[config.mk]
export PLATFORM = sky130hd
export DESIGN_NAME = btb_update_queue
export DESIGN_NICKNAME = d
export VERILOG_FILES = /design/src/rtl/FetchUnitTypes.sv /design/src/rtl/btb_update_fifo.sv /design/src/rtl/btb_update_queue.sv
export SDC_FILE = /design/constraint.sdc
export NUM_CORES = 1
export LEC_CHECK = 0
export BUFFER_PORTS_ARGS = -buffer_cell sky130_fd_sc_hd__buf_2
export CORE_AREA = 4 4 284 286
export CTS_BUF_LIST = sky130_fd_sc_hd__clkbuf_8
export CTS_CLUSTER_DIAMETER = 30
export CTS_CLUSTER_SIZE = 28
export DETAILED_ROUTE_END_ITERATION = 16
export DIE_AREA = 0 0 288 290
export GPL_TIMING_DRIVEN = 0
export PLACE_DENSITY = 0.71
export SLEW_MARGIN = 0
export SYNTH_ARGS = -nofsm -noshare
export SYNTH_HDL_FRONTEND = slang
export SYNTH_SLANG_ARGS = --single-unit
[constraint.sdc]
create_clock -name clk -period 10.2 [get_ports clk]
set_clock_uncertainty 0.15 [all_clocks]
set_input_delay 1.53 -clock clk [delete_from_list [all_inputs] [get_ports clk]]
set_output_delay 1.53 -clock clk [all_outputs]
set_load 0.02 [all_outputs]
[src/rtl/FetchUnitTypes.sv]
// FetchUnitTypes: shared fetch-unit types for the BTB prediction and update
// paths. Holds the BTB geometry, the address-to-index/tag/target conversion
// functions, the branch-resolution record and the update-queue entry types.
package FetchUnitTypes;

  localparam int ADDR_WIDTH                = 32;
  localparam int INSN_BYTE_WIDTH_BIT       = 2;   // 4-byte instructions
  localparam int BTB_ENTRY_NUM_BIT         = 9;   // 512-entry BTB
  localparam int BTB_TAG_WIDTH             = 4;
  localparam int BTB_CONTRACTED_ADDR_WIDTH = 18;
  localparam int BTB_QUEUE_SIZE            = 32;

  typedef logic [ADDR_WIDTH-1:0]                AddrPath;
  typedef logic [BTB_ENTRY_NUM_BIT-1:0]         BTB_IndexPath;
  typedef logic [BTB_TAG_WIDTH-1:0]             BTB_TagPath;
  typedef logic [BTB_CONTRACTED_ADDR_WIDTH-1:0] BTB_AddrPath;
  typedef logic [$clog2(BTB_QUEUE_SIZE)-1:0]    BTBQueuePointerPath;
  typedef logic [$clog2(BTB_QUEUE_SIZE):0]      BTBQueueCountPath;

  typedef struct packed {
    logic        valid;
    BTB_TagPath  tag;
    BTB_AddrPath data;
    logic        isCondBr;
    logic        isRASPushBr;
    logic        isRASPopBr;
  } BTB_Entry;

  typedef struct packed {
    AddrPath  wa;   // full branch address; indexed only when written out
    BTB_Entry wv;
  } BTBQueueEntry;

  typedef struct packed {
    logic    valid;
    AddrPath brAddr;
    AddrPath nextAddr;
    logic    execTaken;
    logic    isCondBr;
    logic    isRASPushBr;
    logic    isRASPopBr;
  } BranchResult;

  function automatic BTB_IndexPath ToBTB_Index(input AddrPath addr);
    return addr[INSN_BYTE_WIDTH_BIT +: BTB_ENTRY_NUM_BIT];
  endfunction

  function automatic BTB_TagPath ToBTB_Tag(input AddrPath addr);
    return addr[INSN_BYTE_WIDTH_BIT + BTB_ENTRY_NUM_BIT +: BTB_TAG_WIDTH];
  endfunction

  function automatic BTB_AddrPath ToBTB_Addr(input AddrPath addr);
    return addr[INSN_BYTE_WIDTH_BIT +: BTB_CONTRACTED_ADDR_WIDTH];
  endfunction

endpackage

[src/rtl/btb_update_fifo.sv]
// btb_update_fifo: generic circular FIFO with separately tracked count.
//   clk, rst      : clock, async active-high reset (pointers/count only)
//   push/pushData : write pushData at tail
//   pop           : advance head
//   headData      : contents of the head slot (always driven)
//   count         : occupied entries, 0..DEPTH
// DEPTH must be a power of two (>= 2) so pointers wrap by plain overflow.
// The caller must not push when full unless it pops in the same cycle.
module btb_update_fifo #(
  parameter int DEPTH = 32,
  parameter int WIDTH = 8
) (
  input  logic                     clk,
  input  logic                     rst,
  input  logic                     push,
  input  logic [WIDTH-1:0]         pushData,
  input  logic                     pop,
  output logic [WIDTH-1:0]         headData,
  output logic [$clog2(DEPTH):0]   count
);

  localparam int PTR_W = $clog2(DEPTH);

  logic [WIDTH-1:0] mem [DEPTH];
  logic [PTR_W-1:0] head;
  logic [PTR_W-1:0] tail;

  // Storage is intentionally not reset; count gates every use of it.
  always_ff @(posedge clk) begin
    if (push) mem[tail] <= pushData;
  end

  always_ff @(posedge clk or posedge rst) begin
    if (rst) begin
      head  <= '0;
      tail  <= '0;
      count <= '0;
    end else begin
      if (push) tail <= tail + PTR_W'(1);
      if (pop)  head <= head + PTR_W'(1);
      case ({push, pop})
        2'b10:   count <= count + (PTR_W+1)'(1);
        2'b01:   count <= count - (PTR_W+1)'(1);
        default: count <= count;
      endcase
    end
  end

  assign headData = mem[head];

endmodule

[src/rtl/btb_update_queue.sv]
// btb_update_queue: write-side companion of the BTB. Turns each resolved
// taken branch into a BTB entry, buffers it, and drains one entry per cycle
// into the BTB write port whenever the fetch read does not hold the array.
//   clk, rst     : clock, async active-high reset
//   brResult     : resolved branch record from execute
//   btbReadBusy  : fetch is reading the BTB; write port unavailable
//   btbWE/WA/WV  : BTB write enable / index / entry
//   queueCount   : occupied entries
//   queueFull    : queueCount == QUEUE_SIZE
//   dropped      : eligible result discarded because the queue was full
// Optional: RSD_BTB_UPDATE_BYPASS_EN writes straight through to the BTB when
// the queue is empty and the port is free.
module btb_update_queue
  import FetchUnitTypes::*;
#(
  parameter int QUEUE_SIZE = BTB_QUEUE_SIZE
) (
  input  logic                          clk,
  input  logic                          rst,
  input  BranchResult                   brResult,
  input  logic                          btbReadBusy,
  output logic                          btbWE,
  output BTB_IndexPath                  btbWA,
  output BTB_Entry                      btbWV,
  output logic [$clog2(QUEUE_SIZE):0]   queueCount,
  output logic                          queueFull,
  output logic                          dropped
);

  localparam int CNT_W = $clog2(QUEUE_SIZE) + 1;
  localparam int ENT_W = $bits(BTBQueueEntry);

  logic [CNT_W-1:0] count;
  logic [ENT_W-1:0] headRaw;
  BTBQueueEntry     head;
  BTBQueueEntry     newEntry;
  logic             eligible;
  logic             isFull;
  logic             deq;
  logic             enq;
  logic             bypass;

  assign eligible = brResult.valid && brResult.execTaken;
  assign isFull   = (count == CNT_W'(QUEUE_SIZE));
  assign deq      = (count != '0) && !btbReadBusy;

`ifdef RSD_BTB_UPDATE_BYPASS_EN
  assign bypass = eligible && (count == '0) && !btbReadBusy;
`else
  assign bypass = 1'b0;
`endif

  // A slot frees up at the same edge when the head drains, so a full queue
  // can still accept.
  assign enq     = eligible && !bypass && (!isFull || deq);
  assign dropped = eligible && isFull && !deq;

  always_comb begin
    newEntry                = '0;
    newEntry.wa             = brResult.brAddr;
    newEntry.wv.valid       = 1'b1;
    newEntry.wv.tag         = ToBTB_Tag(brResult.brAddr);
    newEntry.wv.data        = ToBTB_Addr(brResult.nextAddr);
    newEntry.wv.isCondBr    = brResult.isCondBr;
    newEntry.wv.isRASPushBr = brResult.isRASPushBr;
    newEntry.wv.isRASPopBr  = brResult.isRASPopBr;
  end

  btb_update_fifo #(
    .DEPTH (QUEUE_SIZE),
    .WIDTH (ENT_W)
  ) fifo (
    .clk      (clk),
    .rst      (rst),
    .push     (enq),
    .pushData (newEntry),
    .pop      (deq),
    .headData (headRaw),
    .count    (count)
  );

  assign head = BTBQueueEntry'(headRaw);

  // Reset clears count asynchronously, so btbWE drops without a clock edge.
  assign btbWE      = deq || bypass;
  assign btbWA      = bypass ? ToBTB_Index(newEntry.wa) : ToBTB_Index(head.wa);
  assign btbWV      = bypass ? newEntry.wv : head.wv;
  assign queueCount = count;
  assign queueFull  = isFull;

endmodule

==> summary.json <==
{
  "placedCellCount": 3308,
  "final_core_utilization_pct": 63.2,
  "vias_per_cell": 6.41,
  "setup_viol_count_final": 0,
  "final_cell_area_mm2": 0.0496,
  "maxClockFrequency_mhz": 154,
  "synth-edff-count": 1088,
  "postCtsHoldBufs": 0,
  "vias": 23400,
  "htreeDepth": 4,
  "synth_seq_area_share_pct": 77.5,
  "std_cell_rows": 103,
  "count_of_state_elements_after_synthesis": 1104,
  "asyncSetResetFlopFracSynth_pct": 1.45,
  "clock_sinks": 1104,
  "ff2ff_setup_slack_ns": 6.02,
  "floorplan_die_height_um": 290,
  "final_nets": 2518,
  "maxCapViolations": 0,
  "layout_cells_sized_above_1_pct": 31.3,
  "min_delay_path_depth": 2,
  "insertion_delay_ns": 0.83,
  "flow.area_growth_from_synthesis_pct": 16.2,
  "required_ns": 8.52,
  "clock_tree.root_cell": "clkbuf_8",
  "critical_path.endpoint_type": "output port",
  "commonest_cells_after_routing_fill_and_taps_aside": "edfxtp_1 (1088), mux2_2 (206), clkbuf_8 (180), mux4_2 (136), buf_2 (97)",
  "layoutNonFillerInstCount": 3644,
  "clockBufferDepth": 3,
  "gp_routability_congestion": 0.812,
  "final.min_clock_period_ns": 6.49,
  "met2_usage_pct": 41.8,
  "dieWidth_um": 288,
  "post-cts-setup-buffer-count": 0,
  "met3_usage_in_global_routing_pct": 6.66,
  "critPathKind": "flop to output port",
  "dieArea_mm2": 0.0835,
  "layout.cells.most_common": "edfxtp_1",
  "tritoncts_clock_tree": "done",
  "run_status": "finished clean",
  "post-route-period-util_pct": 63.7,
  "critPathLaunchType": "flop",
  "ys_types": 39,
  "number_of_antenna_violations_at_the_first_check_in_global_routing": 3,
  "dpl-instance-area_mm2": 0.0455,
  "synth-main-ff-cell": "edfxtp_1",
  "rsz_0062_raised_after_global_routing": "false",
  "grt_start_max_net_pins": 33,
  "worst_ep_arrival_time_ns": 4.81,
  "finalHoldViolations": 0,
  "routed_antenna_nets": 0,
  "drtPass1Iterations": 6,
  "synth-warning-count": 0,
  "hp-class": "flop to flop",
  "grt_overflow": 0,
  "dp_hpwl_um": 71700,
  "worst_margin_pin_slew_ns": 1.33,
  "io_buffer_count": 81,
  "total_leakage_power_uw": 0.0158,
  "core_area_mm2": 0.0784,
  "grt_first_pass_wirelength_um": 162000,
  "power.ir.vdd_worst_uv": 181,
  "cellPowerDensity_mw_per_mm2": 277,
  "grt_usage_pct": 27.3,
  "postSynthAreaPerCell_um2": 19.9,
  "synth.cell_area_mm2": 0.0427,
  "mappedNetlistNets": 2220,
  "detail_route.wl_per_cell_um": 31.1,
  "cts.repair.resized": 0,
  "setup_total_negative_slack_ns": 0,
  "drtIter0Drc": 3140,
  "timing.max_slew.rel_slack_pct": 11.1,
  "post-route-drc-count": 0,
  "first_global_vias": 23600,
  "numCtsBuffers": 178,
  "pin_count": 116,
  "finalWirelength_um": 113000,
  "met1_usage_pct": 38.4,
  "globalRoute.busiestLayer": "met2",
  "maxSlewViolCount": 0,
  "initial_utilization_pct": 54.4,
  "layout.filler_cells": 5310,
  "worstRegToRegCells": 7,
  "worst-path-max-fanout": 10,
  "clkTransAtPathRegs_ns": 0.07,
  "syn-instance-count": 2140
}
==> cell families after synthesis <==
| family | Yosys count | synth area share [%] |
|---|---|---|
| other | 1 | 0.00879 |
| and+or+nand+nor | 247 | 3.27 |
| adders and majority gates | 8 | 0.235 |
| xor gates and xnor gates | 15 | 0.308 |
| buffers and inverters | 137 | 1.42 |
| AOI/OAI and AO/OA | 286 | 4.59 |
| DFF | 1104 | 77.5 |
| muxes | 342 | 12.6 |
==> where the power goes <==
group	switching (µW)	internal [µW]	total [µW]	leakage, µW
Combinational	2730	1500	4230	0.00374
Sequential	51.3	5140	5200	0.00998
Clock	1890	2390	4270	0.00206
==> registers in the layout (all words and copies together), names as in the netlist <==
| name | flops |
|---|---|
| fifo.head | 5 |
| fifo.mem | 1088 |
| fifo.tail | 5 |
| fifo.count | 6 |
==> metal layers <==
metal  vias to the layer above  share of wire (%)
li1                       9485                  -
met2                      1556                 47
met4                         0                3.6
met3                       260                 11
met1                     12100                 38
met5                         -                  0
==> path summary, 6_finish.rpt <==
check | startpoint | end
min in group asynchronous | rst | fifo.tail[3]
worst min register to register | fifo.tail[0] | fifo.tail[3]
worst max register to register | fifo.count[1] | fifo.mem[15][11]
max in group asynchronous | rst | fifo.tail[1]
worst max-delay path | fifo.head[1] | btbWA[2]
worst min-delay path | fifo.tail[0] | fifo.tail[3]
==> worst max-delay path, cell delays in order (launching register included) <==
cell and delay (ns):
dfrtp_1 0.34, buf_2 0.28, clkbuf_1 0.79, clkbuf_1 0.93, mux4_2 0.48, a22o_1 0.25
or4_1 0.69, buf_2 0.24
==> synthesized netlist by cell type, drive strengths merged (2+ instances only) <==
cell type  instances  area share [%]
edfxtp          1088              77
mux2             206             5.4
mux4             136             7.2
clkbuf            80            0.70
o21ai             72            0.84
nor2b             71             1.0
nor3              71            0.83
a211oi            69             1.2
a22o              68             1.4
o22ai             68             1.0
buf               50            0.65
nor2              37            0.33
or4               34            0.60
dfrtp             16            0.94
nand2             11           0.097
xnor2              9            0.18
ha                 8            0.23
inv                7           0.062
xor2               6            0.12
a21oi              5           0.059
nand4              4           0.059
nand3b             3           0.053
and3               2           0.029
and3b              2           0.041
and4               2           0.041
nand2b             2           0.029
nand3              2           0.023
or3                2           0.029
or3b               2           0.041
==> final cells by class <==
cell class	count	area [µm²]	share of cell area (%)
inverter	7	26.3	0.0530
tap	1050	1310	2.65
antenna	2	5.00	0.0101
clock inverter	154	1590	3.22
sequential	1104	33100	66.7
clock buffer	180	2480	5.00
multi-input combinational	899	9210	18.6
buffer	130	579	1.17
timing repair buffer	118	1270	2.57
==> per-stage QoR <==
stage	hold WS [ns]	setup WS, ns	total power [µW]
2_1_floorplan	0.387	5.73	7800
3_3_place_gp	0.377	2.99	9320
3_5_place_dp	0.383	4.73	9470
4_1_cts	0.442	3.82	13700
5_1_grt	0.480	3.67	14200
6_report	0.448	3.71	13700
Power figures use the tool's default switching activity.
